File: config.mk
export PLATFORM = sky130hd
export DESIGN_NAME = sign_restore_unit_flat
export DESIGN_NICKNAME = d
export VERILOG_FILES = /design/src/rtl/sign_restore_unit_pkg.sv /design/src/rtl/sign_restore_unit_if.sv /design/src/rtl/sign_restore_unit_sign_fifo.sv /design/src/rtl/sign_restore_unit.sv /design/src/flat_wrapper.sv
export SDC_FILE = /design/constraint.sdc
export NUM_CORES = 1
export LEC_CHECK = 0
export ABC_AREA = 0
export CAP_MARGIN = 20
export CELL_PAD_IN_SITES_DETAIL_PLACEMENT = 1
export CELL_PAD_IN_SITES_GLOBAL_PLACEMENT = 2
export CORE_MARGIN = 2
export CORE_UTILIZATION = 34
export DETAILED_ROUTE_END_ITERATION = 10
export HOLD_SLACK_MARGIN = 0.12
export PLACE_DENSITY_LB_ADDON = 0.1
export RECOVER_POWER = 50
export SYNTH_ARGS = -nofsm -noshare
export SYNTH_HDL_FRONTEND = slang
export SYNTH_SLANG_ARGS = --single-unit
File: constraint.sdc
create_clock -name clk -period 4.15 [get_ports clk]
set_input_delay 0.83 -clock clk [delete_from_list [all_inputs] [get_ports clk]]
set_output_delay 0.83 -clock clk [all_outputs]
set_load 0.02 [all_outputs]
File: src/rtl/sign_restore_unit_pkg.sv
// Shared definitions for the sign restore unit: default widths, ONE, mode
// encodings and the per-sample sign FIFO entry layout {neg, mode}.
// Latency: n/a (declarations only). Backpressure: n/a.
package sign_restore_unit_pkg;

    localparam int X_DW       = 16;
    localparam int Y_DW       = 16;
    localparam int Y_FRAC     = 14;
    localparam int SIGN_DEPTH = 8;

    // 1.0 in the core's output format
    localparam logic [Y_DW-1:0] ONE = Y_DW'(1 << Y_FRAC);

    typedef enum logic {
        MODE_SIGMOID = 1'b0,
        MODE_TANH    = 1'b1
    } mode_e;

    typedef struct packed {
        logic  neg;
        mode_e mode;
    } sign_entry_t;

endpackage

File: src/rtl/sign_restore_unit_if.sv
// Datapath bundle of the sign restore unit: sample in, comparator result,
// |x| to the core, core result back, sign-restored activation out.
// Latency: n/a. Backpressure: none, valid-only qualifiers throughout.
interface sign_restore_unit_if
    import sign_restore_unit_pkg::*;
#(
    parameter int xDW = X_DW,
    parameter int yDW = Y_DW
);
    logic                  en;
    logic                  mode;
    logic signed [xDW-1:0] x;
    logic                  x_valid;
    logic                  ge;
    logic                  ge_valid;
    logic signed [xDW-1:0] abs_out;
    logic                  abs_valid;
    logic signed [yDW-1:0] core_y;
    logic                  core_valid;
    logic signed [yDW-1:0] y;
    logic                  y_valid;

    // master: the surrounding datapath; slave: the sign restore unit
    modport master (
        output en, mode, x, x_valid, ge, ge_valid, core_y, core_valid,
        input  abs_out, abs_valid, y, y_valid
    );
    modport slave (
        input  en, mode, x, x_valid, ge, ge_valid, core_y, core_valid,
        output abs_out, abs_valid, y, y_valid
    );
endinterface

File: src/rtl/sign_restore_unit_sign_fifo.sv
// Sign FIFO: DEPTH x {neg, mode}; caller qualifies push/pop (no push when
// full without pop, no pop when empty). Latency: head visible 1 cycle after push.
// Backpressure: none; level exposes occupancy, MSB of level set means full.
module sign_restore_unit_sign_fifo
    import sign_restore_unit_pkg::*;
#(
    parameter int DEPTH = SIGN_DEPTH
) (
    input  logic                     clk,
    input  logic                     rst,
    input  logic                     push,
    input  logic                     pop,
    input  sign_entry_t              din,
    output sign_entry_t              dout,
    output logic [$clog2(DEPTH):0]   level
);
    localparam int AW = $clog2(DEPTH);

    sign_entry_t   mem [DEPTH];
    logic [AW:0]   wr_ptr;
    logic [AW:0]   rd_ptr;

    // pointers carry one extra wrap bit so full and empty differ
    always_ff @(posedge clk or posedge rst) begin
        if (rst) begin
            wr_ptr <= '0;
            rd_ptr <= '0;
        end else begin
            if (push) wr_ptr <= wr_ptr + (AW+1)'(1);
            if (pop)  rd_ptr <= rd_ptr + (AW+1)'(1);
        end
    end

    always_ff @(posedge clk) begin
        if (push) mem[wr_ptr[AW-1:0]] <= din;
    end

    assign dout  = mem[rd_ptr[AW-1:0]];
    assign level = wr_ptr - rd_ptr;
endmodule

File: src/rtl/sign_restore_unit.sv
// Folds x to |x| for the magnitude-only activation core, queues each sample's
// sign and restores sigmoid/tanh symmetry on the returning core result.
// Latency: x -> abs_out 2 cycles, core_valid -> y 1 cycle. Backpressure: none;
// a push into a full queue is dropped. Ports: clk, rst, bus (slave modport);
// with SIGN_RESTORE_FLAGS_EN defined also fifo_level, overflow, underflow.
module sign_restore_unit
    import sign_restore_unit_pkg::*;
#(
    parameter int xDW   = X_DW,
    parameter int yDW   = Y_DW,
    parameter int YFRAC = Y_FRAC,
    parameter int DEPTH = SIGN_DEPTH
) (
    input  logic                   clk,
    input  logic                   rst,
    sign_restore_unit_if.slave     bus
`ifdef SIGN_RESTORE_FLAGS_EN
    ,
    output logic [$clog2(DEPTH):0] fifo_level,
    output logic                   overflow,
    output logic                   underflow
`endif
);
    localparam int LW = $clog2(DEPTH) + 1;
    localparam logic signed [xDW-1:0] X_MIN = {1'b1, {(xDW-1){1'b0}}};
    localparam logic signed [xDW-1:0] X_MAX = {1'b0, {(xDW-1){1'b1}}};
    localparam logic signed [yDW:0]   ONE_W = {{(yDW-YFRAC){1'b0}}, 1'b1, {YFRAC{1'b0}}};

    // Stage A: hold the sample until its comparator result arrives
    logic signed [xDW-1:0] x_d;
    mode_e                 mode_d;
    logic                  xv_d;

    always_ff @(posedge clk or posedge rst) begin
        if (rst) begin
            x_d    <= '0;
            mode_d <= MODE_SIGMOID;
            xv_d   <= 1'b0;
        end else begin
            xv_d <= bus.x_valid & bus.en;
            if (bus.x_valid & bus.en) begin
                x_d    <= bus.x;
                mode_d <= mode_e'(bus.mode);
            end
        end
    end

    // Stage B: fold to magnitude; the most negative input has no positive twin
    logic                  push_req;
    logic signed [xDW-1:0] abs_next;

    assign push_req = bus.ge_valid & xv_d;

    always_comb begin
        abs_next = x_d;
        if (!bus.ge) abs_next = (x_d == X_MIN) ? X_MAX : -x_d;
    end

    always_ff @(posedge clk or posedge rst) begin
        if (rst) begin
            bus.abs_out   <= '0;
            bus.abs_valid <= 1'b0;
        end else begin
            bus.abs_valid <= push_req;
            if (push_req) bus.abs_out <= abs_next;
        end
    end

    // Sign queue; a pop into an empty queue never bypasses a same-cycle push
    logic [LW-1:0] level;
    logic          full;
    logic          empty;
    logic          pop_ok;
    logic          push_ok;
    sign_entry_t   push_entry;
    sign_entry_t   head;

    assign full       = level[LW-1];
    assign empty      = (level == '0);
    assign pop_ok     = bus.core_valid & ~empty;
    assign push_ok    = push_req & (~full | pop_ok);
    assign push_entry = '{neg: ~bus.ge, mode: mode_d};

    sign_restore_unit_sign_fifo #(.DEPTH(DEPTH)) u_sign_fifo (
        .clk   (clk),
        .rst   (rst),
        .push  (push_ok),
        .pop   (pop_ok),
        .din   (push_entry),
        .dout  (head),
        .level (level)
    );

    // Stage C: sigmoid(-x) = ONE - sigmoid(|x|), tanh(-x) = -tanh(|x|)
    logic signed [yDW:0]   comp;
    logic signed [yDW-1:0] y_next;

    always_comb begin
        comp   = ONE_W - {bus.core_y[yDW-1], bus.core_y};
        y_next = bus.core_y;
        if (head.neg) begin
            if (head.mode == MODE_TANH) y_next = -bus.core_y;
            else if (comp < 0)          y_next = '0;
            else if (comp > ONE_W)      y_next = ONE_W[yDW-1:0];
            else                        y_next = comp[yDW-1:0];
        end
    end

    always_ff @(posedge clk or posedge rst) begin
        if (rst) begin
            bus.y       <= '0;
            bus.y_valid <= 1'b0;
        end else begin
            bus.y_valid <= pop_ok;
            if (pop_ok) bus.y <= y_next;
        end
    end

`ifdef SIGN_RESTORE_FLAGS_EN
    assign fifo_level = level;

    always_ff @(posedge clk or posedge rst) begin
        if (rst) begin
            overflow  <= 1'b0;
            underflow <= 1'b0;
        end else begin
            if (push_req & full & ~pop_ok) overflow  <= 1'b1;
            if (bus.core_valid & empty)    underflow <= 1'b1;
        end
    end
`endif
endmodule

File: src/flat_wrapper.sv
// flat-port wrapper written by rule: the top's interface ports become plain ports
module sign_restore_unit_flat import sign_restore_unit_pkg::*;
#(
    parameter int xDW   = X_DW,
    parameter int yDW   = Y_DW,
    parameter int YFRAC = Y_FRAC,
    parameter int DEPTH = SIGN_DEPTH
)
  (clk, rst, bus_en, bus_mode, bus_x, bus_x_valid, bus_ge, bus_ge_valid, bus_core_y, bus_core_valid, bus_abs_out, bus_abs_valid, bus_y, bus_y_valid);
  sign_restore_unit_if #(.xDW(xDW), .yDW(yDW)) bus_i ();
  input  logic clk;
  input  logic rst;
  input wire logic [$bits(bus_i.en)-1:0] bus_en;
  input wire logic [$bits(bus_i.mode)-1:0] bus_mode;
  input wire logic [$bits(bus_i.x)-1:0] bus_x;
  input wire logic [$bits(bus_i.x_valid)-1:0] bus_x_valid;
  input wire logic [$bits(bus_i.ge)-1:0] bus_ge;
  input wire logic [$bits(bus_i.ge_valid)-1:0] bus_ge_valid;
  input wire logic [$bits(bus_i.core_y)-1:0] bus_core_y;
  input wire logic [$bits(bus_i.core_valid)-1:0] bus_core_valid;
  output wire logic [$bits(bus_i.abs_out)-1:0] bus_abs_out;
  output wire logic [$bits(bus_i.abs_valid)-1:0] bus_abs_valid;
  output wire logic [$bits(bus_i.y)-1:0] bus_y;
  output wire logic [$bits(bus_i.y_valid)-1:0] bus_y_valid;
  assign bus_i.en = bus_en;
  assign bus_i.mode = bus_mode;
  assign bus_i.x = bus_x;
  assign bus_i.x_valid = bus_x_valid;
  assign bus_i.ge = bus_ge;
  assign bus_i.ge_valid = bus_ge_valid;
  assign bus_i.core_y = bus_core_y;
  assign bus_i.core_valid = bus_core_valid;
  assign bus_abs_out = bus_i.abs_out;
  assign bus_abs_valid = bus_i.abs_valid;
  assign bus_y = bus_i.y;
  assign bus_y_valid = bus_i.y_valid;
  sign_restore_unit #(.xDW(xDW), .yDW(yDW), .YFRAC(YFRAC), .DEPTH(DEPTH)) u_core (.clk(clk), .rst(rst), .bus(bus_i));
endmodule
==> reports/results.ini <==
[detailed_routing]
wirelength_mm=11.1
vias_per_cell=5.24
drt.antenna.violating_nets=0
firstDrtPassIters=4
wl_per_cell_um=17.6
drtIter0Drc=210
routed.top_layer=met4
drc_errors=0
routed-wl-met3_um=434
via_count=3299
wl_met1_mm=5.05
route.met2.wl_mm=5.49

[setup_path]
start_kind=input port
worst-r2r-setup-slack_ps=1450
arrival_ps=3740
cp-end-kind=flip-flop
worst-setup-path-type=in2reg
r2r_cells=6
worstPathRequired_ps=4330
worstPathMaxFanout=9

[clock_network]
cts_resized=0
tritoncts=built
holdBufCountCts=0
clk_latency_ps=330
clkSinkCount=76
path_clk_slew_ps=50
cts_buffers=9
postCtsSetupBuffers=0
clockBufferDepth=2
htree_num_levels=3
cts-root-buf=clkbuf_16

[cells_and_area]
nNetsFinal=527
fillerInstances=1358
drive_gt1_share_pct=10.8
diodes=0
utilization_pct=44.5
area_delta_synth_final_pct=28.0
finalInstanceArea_mm2=0.00535
instances_no_fill=630

[outcome]
violations=max-capacitance violations, max-slew violations
status=complete, but fails checks

[floorplan]
start_util_pct=34.8
die_width_um=115
design.core.area_mm2=0.0120
io_pins=74
die_h_um=115
std_cell_rows=40
die-area_mm2=0.0132

[timing]
hold_viol=0
setup_tns_ps=0
slew_violations=41
min_period_ps=3560
setup_ws_ps=591
whs_ps=504
max_freq_mhz=281
rsz0062_at_grt=false
slew_headroom_pct=-7.12
worst_slew_pin_slew_ps=1610
period_share_pct=85.8
clock_skew_ps=4.32
setup_viol=0

[placement]
gp_congestion=0.776
io_buffers=73
place_inst=614
dp_hpwl_mm=8.32
placed_area_mm2=0.00508
pre_cts_slack_ps=283

[logic_synthesis]
avgSynthCellArea_um2=10.3
ys_types=59
ys.flop_type=dfrtp_1
ys_ff_latch=76
yosysWarnings=0
synth_edf_count=16
synth-seq-area-share_pct=47.4
ys_async_sr_fraction_pct=78.9
synth.net_count=453
netlist_area_mm2=0.00418
syn_inst=404

[global_routing]
grt_first_pass_wirelength_mm=17.9
grt_max_degree=41
track_usage_pct=17.7
antenna_found_initial=0
overflow=0
grt_pass1_vias=3395

[pwr]
p_sw_mw=1.26
seq_power_share_pct=34.8
p_clk_share_pct=22.0
power_density_mw_per_mm2=622
total_power_mw=3.33
p_int_mw=2.07
p_comb_share_pct=43.2
p_sw_share_pct=37.9
peakVddDrop_mv=0.245
p_leak_nw=2.10

[hold_path]
min_path_type=reg2reg
worstHoldPathCells=2

[flow_run]
max-cap-violations=1

[state kept, by name (all words and copies together) (netlist names)]
register	cells
u_core.bus.y_valid	1
u_core.bus.abs_valid	1
u_core.mode_d	1
u_core.xv_d	1
u_core.bus.y	16
u_core.bus.abs_out	16
u_core.u_sign_fifo.mem	16
u_core.u_sign_fifo.wr_ptr	4
u_core.u_sign_fifo.rd_ptr	4
u_core.x_d	16
[worst max-delay path: stages]
cell	delay (ps)
clkdlybuf4s50_1	490
inv_1	110
ha_1	300
nor4b_2	560
and4_1	450
or3_1	180
nand3_1	150
nor3_2	540
a21oi_1	140
[path summary, 6_finish.rpt]
check | end | start
max | u_core.bus.y[0] | bus_core_y[1]
min | u_core.bus.y[15] | u_core.bus.y[15]
max reg2reg | u_core.bus.y[0] | u_core.u_sign_fifo.rd_ptr[0]
min reg2reg | u_core.bus.y[15] | u_core.bus.y[15]
max in group asynchronous | u_core.x_d[5] | rst
min in group asynchronous | u_core.u_sign_fifo.wr_ptr[2] | rst
[metal layers]
metal  GRT usage, %  vias up
li1               -     1593
met1           23.5     1628
met2           29.4       65
met3           3.48       13
met4           5.62        0
met5              0        -
[synthesized netlist by cell type (14+ instances only)]
library cell,n,area (um^2)
dfrtp_1,60,1500
mux2i_1,18,180
edfxtp_1,16,480
clkbuf_1,16,60.1
mux2_2,16,180
xor2_1,15,131
nand2_1,21,78.8
nor3_1,16,80.1
inv_1,17,63.8
a21oi_1,44,220
xnor2_1,20,175
nor2_1,44,165
nor4_1,14,87.6
[cells in the final DEF (no fill, tap or decap), types with 16 or more instances in the layout]
master           instances
xnor2_1                 20
nor3_1                  16
nor2_1                  44
clkdlybuf4s50_1         69
a21oi_1                 44
inv_1                   17
edfxtp_1                16
dfrtp_1                 60
nand2_1                 21
mux2i_1                 18
[power groups by stage]
stage,registers [mW],logic (mW),clock network [mW]
finish,1.16,1.44,0.732
global route,1.19,1.58,0.778
CTS,1.16,1.46,0.756
detailed placement,1.17,1.45,0
global placement,1.17,1.42,0
floorplan,1.24,0.834,0
[area by class of cell]
type / instances / area [um^2] / area share, %
Clock buffer: 13 / 260 / 4.87
Multi-Input combinational cell: 288 / 2030 / 37.9
Clock inverter: 3 / 21.3 / 0.398
Sequential cell: 76 / 1980 / 37.1
Tap cell: 147 / 184 / 3.44
Inverter: 19 / 71.3 / 1.33
Timing Repair Buffer: 84 / 802 / 15.0
[kinds of logic (layout without fill, tap and decap cells)]
| logic type | Yosys count | after routing | share of synthesized area, % |
|---|---|---|---|
| AOI/OAI and AO/OA | 77 | 77 | 11.1 |
| DFF | 76 | 76 | 47.4 |
| and+or+nand+nor | 129 | 129 | 16.4 |
| xor gates and xnor gates | 35 | 35 | 7.34 |
| muxes | 38 | 38 | 10.8 |
| buffers and inverters | 40 | 119 | 4.01 |
| adders and majority gates | 9 | 9 | 2.88 |
No activity file was read; power rests on OpenSTA's default activity.
